$ cat config.mk
export PLATFORM = sky130hd
export DESIGN_NAME = mem_sequencer
export DESIGN_NICKNAME = d
export VERILOG_FILES = /design/src/rtl/mem_sequencer.sv
export SDC_FILE = /design/constraint.sdc
export NUM_CORES = 1
export LEC_CHECK = 0
export ABC_AREA = 1
export ABC_CLOCK_PERIOD_IN_PS = 1270
export BUFFER_PORTS_ARGS = -buffer_cell sky130_fd_sc_hd__buf_2
export CORE_MARGIN = 2
export CORE_UTILIZATION = 47
export CTS_BUF_LIST = sky130_fd_sc_hd__clkbuf_4
export DETAILED_ROUTE_END_ITERATION = 10
export PLACE_DENSITY = 0.79
export SLEW_MARGIN = 5
export SYNTH_ARGS = -nofsm -noshare
export SYNTH_HDL_FRONTEND = slang
export SYNTH_SLANG_ARGS = --single-unit
export TNS_END_PERCENT = 5
$ cat constraint.sdc
create_clock -name clock -period 1.27 [get_ports clock]
set_input_delay 0 -clock clock [delete_from_list [all_inputs] [get_ports clock]]
set_output_delay 0 -clock clock [all_outputs]
set_load 0.1 [all_outputs]
$ cat src/rtl/mem_sequencer.sv
// mem_sequencer: CPU req/ack to sync-write/comb-read RAM sequencer.
// Optional stop-store detect enabled by MEM_STOP_DETECT_EN.
module mem_sequencer #(
  parameter int            WAIT_STATES = 1,
  parameter logic [15:31]  ADDR_MASK   = 17'h1ff,
  parameter logic [15:31]  STOP_ADDR   = 17'h00100,
  parameter logic [0:31]   STOP_DATA   = 32'h00010001
) (
  input  logic          clock,
  input  logic          reset,
  input  logic          cpu_req,
  input  logic          cpu_we,
  input  logic [15:31]  cpu_addr,
  input  logic [0:31]   cpu_wdata,
  output logic          cpu_ack,
  output logic [0:31]   cpu_rdata,
  output logic          busy,
  output logic [15:31]  mem_addr,
  output logic          mem_we,
  output logic [0:31]   mem_wdata,
  input  logic [0:31]   mem_rdata
`ifdef MEM_STOP_DETECT_EN
  ,
  output logic          sim_end
`endif
);

  if (WAIT_STATES < 0 || WAIT_STATES > 15) begin : g_bad_ws
    $error("mem_sequencer: WAIT_STATES must be 0..15");
  end

  typedef enum logic [1:0] {
    S_IDLE,
    S_WAIT,
    S_ACCESS,
    S_DONE
  } state_t;

  localparam logic [3:0] WS = 4'(WAIT_STATES);

  state_t        state;
  state_t        state_n;
  logic [3:0]    cnt;
  logic          we_q;
  logic          we_n;
  logic          mwe_q;
  logic [15:31]  addr_q;
  logic [0:31]   wdata_q;
  logic [0:31]   rdata_q;
  logic          take;

  assign take = (state == S_IDLE) && cpu_req;
  assign we_n = take ? cpu_we : we_q;

  // State register
  always_ff @(posedge clock or negedge reset) begin
    if (!reset) state <= S_IDLE;
    else        state <= state_n;
  end

  // Next-state decode
  always_comb begin
    state_n = state;
    unique case (state)
      S_IDLE: begin
        if (cpu_req)
          state_n = (WAIT_STATES > 0) ? S_WAIT : S_ACCESS;
      end
      S_WAIT: begin
        if (cnt == 4'd1) state_n = S_ACCESS;
      end
      S_ACCESS: state_n = S_DONE;
      S_DONE:   state_n = S_IDLE;
      default:  state_n = S_IDLE;
    endcase
  end

  // Request capture and wait-state countdown
  always_ff @(posedge clock or negedge reset) begin
    if (!reset) begin
      cnt     <= '0;
      we_q    <= 1'b0;
      addr_q  <= '0;
      wdata_q <= '0;
    end else begin
      if (take) begin
        cnt     <= WS;
        we_q    <= cpu_we;
        addr_q  <= cpu_addr & ADDR_MASK;
        wdata_q <= cpu_wdata;
      end else if (state == S_WAIT) begin
        cnt <= cnt - 4'd1;
      end
    end
  end

  // Write strobe is its own flop so it cannot glitch
  always_ff @(posedge clock or negedge reset) begin
    if (!reset) mwe_q <= 1'b0;
    else        mwe_q <= (state_n == S_ACCESS) && we_n;
  end

  // Read data captured on the ACCESS exit edge, held otherwise
  always_ff @(posedge clock or negedge reset) begin
    if (!reset)
      rdata_q <= '0;
    else if (state == S_ACCESS && !we_q)
      rdata_q <= mem_rdata;
  end

`ifdef MEM_STOP_DETECT_EN
  // Sticky flag on the magic stop store
  always_ff @(posedge clock or negedge reset) begin
    if (!reset)
      sim_end <= 1'b0;
    else if (state == S_ACCESS && we_q &&
             addr_q == STOP_ADDR &&
             wdata_q == STOP_DATA)
      sim_end <= 1'b1;
  end
`endif

  assign cpu_ack   = (state == S_DONE);
  assign busy      = (state != S_IDLE);
  assign cpu_rdata = rdata_q;
  assign mem_addr  = addr_q;
  assign mem_we    = mwe_q;
  assign mem_wdata = wdata_q;

endmodule
# Yosys cells after proc, flatten, opt, wreduce, memory -nomap -nowiden
# Cells that the tools add are included.
# word_totals
ramBits	0
latch_bits	0
n_memories	0
input_bits	85
mem_bits_ro	0
reg_bits	81
# classes
eq_ne	5
bitwise	0
reduce_logical	7
shifts	0
mul	0
muxes	6
n_lt_le_gt_ge	0
add_sub_neg	1
n_div	0
# op_table
operator	n
two-way mux 4 bit	2
one-hot mux 2 bit (4 select lines)	1
equality test 2 bit, second input constant	3
equality test 4 x 1 -> 1 bit, second input constant	1
two-way mux 2 bit	2
nonzero test 2 bit	2
subtractor 4 x 1 -> 4 bit, second input constant	1
logical AND 1 bit	3
equality test 2 x 1 -> 1 bit, second input constant	1
logical NOT 2 bit	1
logical NOT 1 bit	1
two-way mux 1 bit	1

# Depth between registers and ports, before layout
# Gate-level depths: netlist of the first run.
# depth
word_depth	5
mapped_depth	6

# Least setup slack after synthesis of the first run
# No wires, ideal clock.
# synth_timing
path_type	register to output
startpoint	reg state[1]
endpoint	out busy
slack_ns	-0.026
n_path_buf	1
required_time_ns	1.270
path_stages_with_launch	4
t_arrival_ns	1.296
path_cell_list	dfrtp_1 > nor2_4 > buf_2 > inv_1
# synth_between
elab_chain_cells	1
# synth_rtl
element	line	text
start, declared	41	state_t state;
start signal, assigned	58	else state <= state_n;
nonzero test 2 bit	124	assign busy = (state != S_IDLE);
end, declared	17	output logic busy,
# Every way passes these cells.

# Final worst setup path of the first run
# Ends and elaborated chain as after synthesis.

==> metrics.sh, run 1 <==
OUTCOME='finished, violations left'
VIOLATIONS='negative setup slack'
ROUTE.DETAILED.DRC=0
DIE_AREA_UM2=7740
GRT_MAX_DEGREE=82
R2R_SETUP_SLACK_PS=-70
START_KIND='flop'
WORST-PATH-BUF-INV=3
FINALWEIGHTEDCONGESTION=0.702
CTS.CLK_SLEW.WORST_PATHS_PS=140
CTS_BUFFER_DEPTH=2
LAYOUT-AREA-OVERHEAD-VS-SYNTH_PCT=63.0
WIRE_LENGTH_OF_THE_FIRST_GLOBAL_ROUTING_PASS_UM=15800
WORSTSETUPPATHTYPE='flop to output port'
TIMING.CRITICAL_PATH.FANOUT_MAX=2
FIN_CRIT_PS=1350
SYNTH_ENABLE_FLOP_CELLS=0
TIMING.CRITICAL_PATH.MAX_DELAY_FAMILY='flip-flops'
NETLIST_TOP_CELLS_COUNT='sky130_fd_sc_hd__nand2_1 (126), sky130_fd_sc_hd__dfrtp_1 (81), sky130_fd_sc_hd__nand3_1 (45)'
SYNTH-WARNING-COUNT=0
IO_PINS=169
MAXCAPVIOLATIONS=0
SLEW_VIOL_FINAL=0
GLOBALROUTE.TOTALOVERFLOW=0
DRIVE_GT1_SHARE_PCT=33.9
DETAIL_ROUTE.ITER0.VIOLATIONS=262
ANTENNA_LEFT=0
YS_TOP_CELLS_BY_AREA='sky130_fd_sc_hd__dfrtp_1 (61%), sky130_fd_sc_hd__nand2_1 (14%), sky130_fd_sc_hd__nand3_1 (6.8%), sky130_fd_sc_hd__o21ai_1 (4.8%), sky130_fd_sc_hd__inv_1 (4.6%)'
DETAILEDROUTE.FIRSTPASSITERATIONCOUNT=6
NUM-FILL-CELLS=413
FIN_WORST_SETUP_SLACK_PS=-84.3
FINAL_CELLS=704
TIMING.HOLD.WORST.CLASS='primary input to asynchronous set/reset pin'
RSZ0062_AT_GRT='yes'
ROUTE.DETAILED.VIAS_PER_INST=4.97
SLOWEST_DELAY_PS=420
POST_SYNTH_INST_COUNT=368
FINAL.PERIOD_UTILIZATION_PCT=107
SYNTH-COMPOUND-AREA-SHARE_PCT=5.43
PORT_BUFFERS=152
ANTENNA_FOUND_INITIAL=0
CRIT_ARRIVAL_PS=1350
ASYNC_RESET_FF_SHARE_PCT=100
YOSYS_REGISTER_BITS=81
YOSYSTOPAREACELLSHARE_PCT=61.1
CRIT_CHAIN='nor2_4, buf_12, clkinvlp_4, buf_8'
FIRST_GLOBAL_VIAS=3365
SYNTH.YOSYS.SEQ_AREA_SHARE_PCT=61.1
AVGSYNTHCELLAREA_UM2=9.01
SYNTH_XOR_AREA_SHARE_PCT=0
SKEW_PS=20.0
FINALSETUPVIOLATIONS=10
R2R_END='cpu_rdata[29]'
DIE_HEIGHT_UM=88.0
POSTLAYOUTCOREUTIL_PCT=79.6
REQUIRED_PS=1270
SETUP_TOTAL_NEGATIVE_SLACK_PS=-248
FINISH.NET_COUNT=690
SYNTH.MUX.AREA_FRACTION_PCT=0
WIRELENGTH_UM=11400
CRIT_PATH_END_KIND='output port'
CORE_AREA_UM2=6790
INITIAL_CORE_UTIL_PCT=48.8
POST_SYNTH_TOP_FLOP='sky130_fd_sc_hd__dfrtp_1'
VIAS=3500
DETAILEDPLACEMENTHPWL_UM=5420
PLACED_CELLS=605
CLOCK-SINKS=81
GLOBALROUTETOTALUTIL_PCT=26.8
CTS_ROOT_BUF='sky130_fd_sc_hd__clkbuf_4'
CTS_BUFFERS=9
WORSTREGTOREGCELLS=6
SYNTH_SIMPLE_GATE_AREA_SHARE_PCT=23.1
CRIT-REG2REG-LAUNCH='state[0]'
CRIT_PATH_TOP_DELAY_CELL='sky130_fd_sc_hd__dfrtp_1'
SYNTH.MOST_COMMON_CELL='sky130_fd_sc_hd__nand2_1'
CTS_HTREE_LEVELS=3
NETLIST-CELL-TYPE-COUNT=19
FP-ROW-COUNT=30
CLOCK_LATENCY_PS=420
FINALHOLDVIOLCOUNT=0
DIEWIDTH_UM=88.0
SYN-CELL-AREA_UM2=3320
CTS_TREE='yes'
SYNTH_TOP_FAMILY_BY_AREA='simple AND/OR/NAND/NOR gates'
NETLIST.TOP_CELL.BY_AREA='sky130_fd_sc_hd__dfrtp_1'
SYNTH-ADDER-AREA-SHARE_PCT=0.755
MAX_FREQ_MHz=738
WL_PER_CELL_UM=16.2
NUM_ANTENNA_CELLS=0
## metal layers
metal  track usage [%]  vias up  wire [um]
met5                 0        -          0
met4              15.2        0        489
met3              7.07       55        937
met2              45.0      224       5790
met1              31.2     1624       4180
li1                  -     1597          -
## how the worst max path moves through the flow
stage               cells after the start       endpoint      from
global route                            4           busy  state[1]
global placement                        5  mem_wdata[14]  state[0]
CTS                                     4           busy  state[1]
detailed placement                      5  mem_wdata[31]  state[0]
floorplan                               3           busy  state[1]
finish                                  4           busy  state[1]
## through the flow
stage	worst slack, ps	hold WS [ps]	instance area (um^2)
floorplan	52.3	-296	3350
global placement	96.6	59.5	4200
detailed placement	57.5	61.2	4200
CTS	-90.0	144	5190
global route	-153	237	5410
finish	-84.3	213	5410
## sequential cells by signal (all words and copies together) (netlist names)
signal,count
cnt,4
cpu_rdata,32
state,2
mem_addr,9
we_q,1
mem_we,1
mem_wdata,32
## worst register-to-register path: cells and delay by family (launching register included)
kind	cells	cell delay [ps]
AND/OR/NAND/NOR	2	230
buffers and inverters	3	490
AO/OA/AOI/OAI	1	80
flip-flops	1	430
## placed cells by master (no fill, tap or decap), types with 9 or more instances in the layout
cell type and count:
sky130_fd_sc_hd__inv_1 39, sky130_fd_sc_hd__o21ai_1 19, sky130_fd_sc_hd__nand3_1 45, sky130_fd_sc_hd__o21ai_2 13, sky130_fd_sc_hd__dlygate4sd3_1 76, sky130_fd_sc_hd__dfrtp_1 81
sky130_fd_sc_hd__buf_2 121, sky130_fd_sc_hd__nand2_1 123, sky130_fd_sc_hd__buf_4 9, sky130_fd_sc_hd__clkbuf_4 38
## timing repair
item	CTS	global route
gates cloned	1	3
hold buffers	76	0
endpoints found under the setup margin	2	95
resized for setup	5	46
pin swaps	1	0
endpoints found under the hold margin	156	0
setup buffers	3	0
## layout make-up
cell class / instances / area (um^2) / share of cell area, %
clock buffers: 10 / 75.1 / 1.39
clock inverters: 6 / 82.6 / 1.53
inverters: 41 / 160 / 2.96
multi-input cells: 226 / 1070 / 19.9
flip-flops and latches: 81 / 2030 / 37.5
well taps: 96 / 120 / 2.22
repair buffers: 244 / 1870 / 34.5
## cells by family (layout without fill, tap and decap cells)
logic type,count (synthesis),count (layout)
AO/OA/AOI/OAI,36,36
buffers and inverters,68,301
AND/OR/NAND/NOR,180,180
adder cells (fa/ha/maj),2,2
other,1,8
flip-flops,81,81
Power of run 1 is left out: the tool's default activity adds up to more than one toggle a clock period on the data nets, which glitch-free logic cannot reach.
==> run 2: changes to the inputs <==
--- a/config.mk
+++ b/config.mk
@@ -8,6 +8,7 @@
 export ABC_AREA = 1
 export ABC_CLOCK_PERIOD_IN_PS = 1270
 export BUFFER_PORTS_ARGS = -buffer_cell sky130_fd_sc_hd__buf_2
+export CORE_ASPECT_RATIO = 0.75
 export CORE_MARGIN = 2
 export CORE_UTILIZATION = 47
 export CTS_BUF_LIST = sky130_fd_sc_hd__clkbuf_4
==> run 2 against run 1 <==
Net effect: via count decreased by 0.83%; final cell count decreased by 0.99%; routed wire length decreased by 5.2%; largest cell class is now non-clock buffers; first-iteration DRC count decreased by 39%; global-route usage decreased by 1.8 points; the run still ends with negative setup slack left.
==> metrics.sh, run 2 (synthesized netlist as in run 1, its figures left out) <==
WORSTREGTOREGCELLS=7
CRIT-REG2REG-LAUNCH='state[1]'
SLOWEST_DELAY_PS=450
LAYOUT-AREA-OVERHEAD-VS-SYNTH_PCT=66.3
CTS_BUFFER_DEPTH=2
CTS.CLK_SLEW.WORST_PATHS_PS=140
WL_MET3_UM=935
MAX_FREQ_MHz=719
POSTLAYOUTCOREUTIL_PCT=80.7
CRIT_PATH_END_KIND='flop'
ROUTE.DETAILED.VIAS_PER_INST=4.98
CLOCK_LATENCY_PS=420
MOST-COMMON-LAYOUT-CELLS='sky130_fd_sc_hd__nand2_1 (126), sky130_fd_sc_hd__buf_2 (85), sky130_fd_sc_hd__dfrtp_1 (80)'
GLOBALROUTETOTALUTIL_PCT=25.1
WORSTSETUPPATHTYPE='flop to flop'
VIAS=3471
CRIT_PATH_TOP_DELAY_CELL='sky130_fd_sc_hd__dfrtp_2'
WIRELENGTH_UM=10800
CRIT_CHAIN='nor2_4, buf_4, buf_6, nand2_8, clkbuf_16, nand2_1, nand2_1'
DIEWIDTH_UM=101
CTS_TREE='yes'
LAYOUT_COMMONEST_CELL='sky130_fd_sc_hd__nand2_1'
FIRST_GLOBAL_VIAS=3288
WIRE_LENGTH_OF_THE_FIRST_GLOBAL_ROUTING_PASS_UM=15200
REQUIRED_PS=1590
OUTCOME='finished, violations left'
DETAIL_ROUTE.ITER0.VIOLATIONS=159
DETAILEDROUTE.FIRSTPASSITERATIONCOUNT=4
START_KIND='flop'
FINALHOLDVIOLCOUNT=0
FINISH.NET_COUNT=695
CORE_AREA_UM2=6830
ROUTED.TOP_LAYER='met4'
TIMING.CRITICAL_PATH.FANOUT_MAX=5
RSZ0062_AT_GRT='yes'
WL_PER_CELL_UM=15.5
R2R_END='mem_wdata[4]'
ROUTE.DETAILED.DRC=0
VIOLATIONS='negative setup slack'
ANTENNA_FOUND_INITIAL=0
FP-ROW-COUNT=26
SKEW_PS=16.7
CTS_ROOT_BUF='sky130_fd_sc_hd__clkbuf_4'
FINALSETUPVIOLATIONS=46
SLEW_VIOL_FINAL=0
CRIT_ARRIVAL_PS=1710
CLOCK-SINKS=81
IO_PINS=169
PORT_BUFFERS=152
NUM_ANTENNA_CELLS=0
MAXCAPVIOLATIONS=0
DIE_AREA_UM2=7750
R2R_SETUP_SLACK_PS=-120
CTS_HTREE_LEVELS=3
FINALWEIGHTEDCONGESTION=0.756
FIN_CRIT_PS=1390
CRITPATHMOSTFREQUENTCELL='sky130_fd_sc_hd__nand2_1'
CTS_BUFFERS=9
FIN_WORST_SETUP_SLACK_PS=-120
ANTENNA_LEFT=0
WL_MET2_UM=5570
FINAL.PERIOD_UTILIZATION_PCT=109
DIE_HEIGHT_UM=76.7
INITIAL_CORE_UTIL_PCT=48.5
GRT_MAX_DEGREE=38
DRIVE_GT1_SHARE_PCT=32.0
DRT-MET1-WL_UM=3960
GLOBALROUTE.TOTALOVERFLOW=0
DETAILEDPLACEMENTHPWL_UM=5390
TIMING.HOLD.WORST.CLASS='primary input to asynchronous set/reset pin'
## run 2: cell count changes in the layout (fill, tap and decap cells not counted), sizes merged
cell      previous run  this run
nand2              127       128
buf                136       111
clkinv               3         2
clkbuf              41        70
clkinvlp             2         3
inv                 40        41
bufinv               2         1
## run 2: layout make-up
cell class	count	area, um^2
clock inverters	6	67.6
well taps	84	105
inverters	41	158
fillers	419	1320
clock buffers	10	75.1
repair buffers	248	2050
flip-flops and latches	81	2030
multi-input cells	227	1030
## run 2: repair_timing
| item | 4_1_cts | 5_1_grt |
|---|---|---|
| cloned | 1 | 4 |
| pin swaps | 1 | 0 |
| buffers inserted | 4 | 2 |
| hold buffers | 76 | 0 |
| gates resized for setup | 10 | 62 |
| endpoints found under the setup margin | 8 | 120 |
| hold endpoints to repair | 158 | 0 |
## run 2: worst max path at each step
stage	slack, ps	cells past startpoint	end	startpoint
2_1_floorplan	50	3	busy	state[1]
3_3_place_gp	110	5	cnt[1]	state[1]
3_5_place_dp	70	5	mem_wdata[3]	state[1]
4_1_cts	-120	4	busy	state[1]
5_1_grt	-150	7	mem_addr[24]	state[1]
6_report	-120	7	mem_wdata[4]	state[1]
## run 2: through the flow
stage,instance area (um^2),TNS [ps],setup slack (ps),hold WS [ps],std cells
floorplan,3350,0,52.3,-296,375
global placement,4230,0,107,-57.5,594
detailed placement,4230,0,67.4,-55.2,594
CTS,5230,-2210,-120,3.65,691
global route,5510,-5110,-153,37.4,697
finish,5510,-2670,-120,33.1,697
## run 2: worst max-delay path, delay by kind of cell (launching register included)
| family | cells | cell delay (ps) |
|---|---|---|
| DFF | 1 | 450 |
| and+or+nand+nor | 4 | 390 |
| buffers and inverters | 3 | 450 |
## run 2: per-layer routing
layer / vias to the layer above / global-route usage (%)
met5: - / 0
met4: 0 / 7.03
met3: 33 / 7.57
met2: 184 / 45.1
met1: 1639 / 28.8
li1: 1615 / -
Power of run 2 is left out for the same reason.
==> run 3: changes to the inputs <==
--- a/config.mk
+++ b/config.mk
@@ -8,7 +8,7 @@
 export ABC_AREA = 1
 export ABC_CLOCK_PERIOD_IN_PS = 1270
 export BUFFER_PORTS_ARGS = -buffer_cell sky130_fd_sc_hd__buf_2
-export CORE_ASPECT_RATIO = 0.75
+export CORE_ASPECT_RATIO = 0.5
 export CORE_MARGIN = 2
 export CORE_UTILIZATION = 47
 export CTS_BUF_LIST = sky130_fd_sc_hd__clkbuf_4
==> run 3 against run 2 <==
Net effect: the run still ends with negative setup slack left; hold slack improved by 54 ps; routed wire length decreased by 5.2%; final cell count up 1.0%; highest routed layer unchanged; register-to-register slack better by 60 ps; flip-flop and latch count unchanged.
==> metrics.sh, run 3 (synthesized netlist as in run 1, its figures left out) <==
OUTCOME='finished, violations left'
VIAS=3386
SLOWEST_DELAY_PS=450
TIMING.CRITICAL_PATH.MAX_DELAY_FAMILY='flip-flops'
INITIAL_CORE_UTIL_PCT=49.1
GLOBALROUTE.TOTALOVERFLOW=0
DIE_HEIGHT_UM=63.4
FINAL.PERIOD_UTILIZATION_PCT=110
TIMING.HOLD.WORST.CLASS='primary input to asynchronous set/reset pin'
START_KIND='flop'
CTS_HTREE_LEVELS=3
FIRST_GLOBAL_VIAS=3159
CTS.CLK_SLEW.WORST_PATHS_PS=140
REQUIRED_PS=1270
CTS_TREE='yes'
CRIT_CHAIN='nor2_4, buf_12, clkinvlp_4, buf_8'
DIE_AREA_UM2=7780
MAX_FREQ_MHz=715
FIN_WORST_SETUP_SLACK_PS=-128
MOST-COMMON-LAYOUT-CELLS='sky130_fd_sc_hd__nand2_1 (125), sky130_fd_sc_hd__buf_2 (84), sky130_fd_sc_hd__dfrtp_1 (80)'
WORSTSETUPPATHTYPE='flop to output port'
PLACED_CELLS=603
MAXCAPVIOLATIONS=0
ANTENNA_FOUND_INITIAL=0
SKEW_PS=16.0
LAYOUT-AREA-OVERHEAD-VS-SYNTH_PCT=65.1
FINALWEIGHTEDCONGESTION=0.773
GLOBALROUTETOTALUTIL_PCT=25.4
CORE_AREA_UM2=6750
NUM_ANTENNA_CELLS=0
LAYOUT_COMMONEST_CELL='sky130_fd_sc_hd__nand2_1'
CRIT_PATH_TOP_DELAY_CELL='sky130_fd_sc_hd__dfrtp_1'
PORT_BUFFERS=152
RSZ0062_AT_GRT='yes'
CLOCK-SINKS=81
DRIVE_GT1_SHARE_PCT=32.0
TIMING.CRITICAL_PATH.FANOUT_MAX=2
CRIT_PATH_END_KIND='output port'
WIRE_LENGTH_OF_THE_FIRST_GLOBAL_ROUTING_PASS_UM=15100
DETAILEDROUTE.FIRSTPASSITERATIONCOUNT=4
FIN_CRIT_PS=1400
CTS_BUFFERS=9
POSTLAYOUTCOREUTIL_PCT=81.0
ANTENNA_LEFT=0
WL_PER_CELL_UM=14.5
CLOCK_LATENCY_PS=420
SLEW_VIOL_FINAL=0
ROUTE.DETAILED.VIAS_PER_INST=4.81
DETAIL_ROUTE.ITER0.VIOLATIONS=188
PRE_CTS_WS_PS=50.0
VIOLATIONS='negative setup slack'
ROUTE.DETAILED.DRC=0
DIEWIDTH_UM=123
FINALHOLDVIOLCOUNT=0
FINISH.NET_COUNT=694
R2R_SETUP_SLACK_PS=-60
WORST-PATH-BUF-INV=3
CRIT_ARRIVAL_PS=1400
CTS_BUFFER_DEPTH=2
FINAL_CELLS=704
DETAILEDPLACEMENTHPWL_UM=5180
DPL-INSTANCE-AREA_UM2=4220
GRT_MAX_DEGREE=65
IO_PINS=169
CTS_ROOT_BUF='sky130_fd_sc_hd__clkbuf_4'
NUM-FILL-CELLS=390
FP-ROW-COUNT=21
WIRELENGTH_UM=10200
FINALSETUPVIOLATIONS=34
FINISH.INSTANCE_AREA_UM2=5470
[run 3: cell count changes in the layout (fill, tap and decap cells not counted), moves of 2 or more]
cell	previous run	this run
sky130_fd_sc_hd__inv_6	1	3
sky130_fd_sc_hd__inv_2	0	2
sky130_fd_sc_hd__clkbuf_16	3	1
sky130_fd_sc_hd__clkbuf_4	67	69
sky130_fd_sc_hd__dlygate4sd3_1	76	79
sky130_fd_sc_hd__inv_1	40	38
sky130_fd_sc_hd__buf_12	8	6
[run 3: per-layer routing]
metal	track usage, %	vias to the layer above	part of all wire (%)
met5	0	-	0
met4	9.63	0	2.8
met3	6.34	26	5.9
met2	46.9	143	53
met1	28.0	1607	38
li1	-	1610	-
[run 3: timing repair]
item,in CTS,in global routing
endpoints found under the setup margin,7,151
setup buffers,4,0
hold buffers,78,2
cloned,1,1
pin swaps,1,0
hold endpoints to repair,156,7
resized for setup,14,67
[run 3: layout make-up]
class	count	area, um^2	area share (%)
inverter	41	158	2.88
clock buffer	9	67.6	1.23
sequential	81	2030	37.1
clock inverter	7	83.8	1.53
timing repair buffer	248	1980	36.2
tap	92	115	2.10
multi-input combinational	226	1040	19.0
[run 3: metrics by stage]
step | TNS (ps) | hold slack [ps]
detailed placement | 0 | -69.0
floorplan | 0 | -296
finish | -702 | 86.6
CTS | -693 | 47.5
global route | -3980 | 77.7
global placement | 0 | -69.9
[run 3: worst paths after layout]
path,endpoint,cells after the start,from
min in group clock,mem_addr[31],4,cpu_addr[31]
max in group asynchronous,cpu_rdata[2],3,reset
setup reg to reg,mem_wdata[8],6,state[1]
setup / recovery,busy,4,state[1]
hold / removal,mem_wdata[28],3,reset
hold reg to reg,mem_wdata[19],2,mem_wdata[19]
[run 3: tightest hold or removal path, cell delays in order]
cell and delay (ps):
sky130_fd_sc_hd__dlygate4sd3_1 520, sky130_fd_sc_hd__buf_4 160, sky130_fd_sc_hd__buf_12 200
Power of run 3 is left out for the same reason.
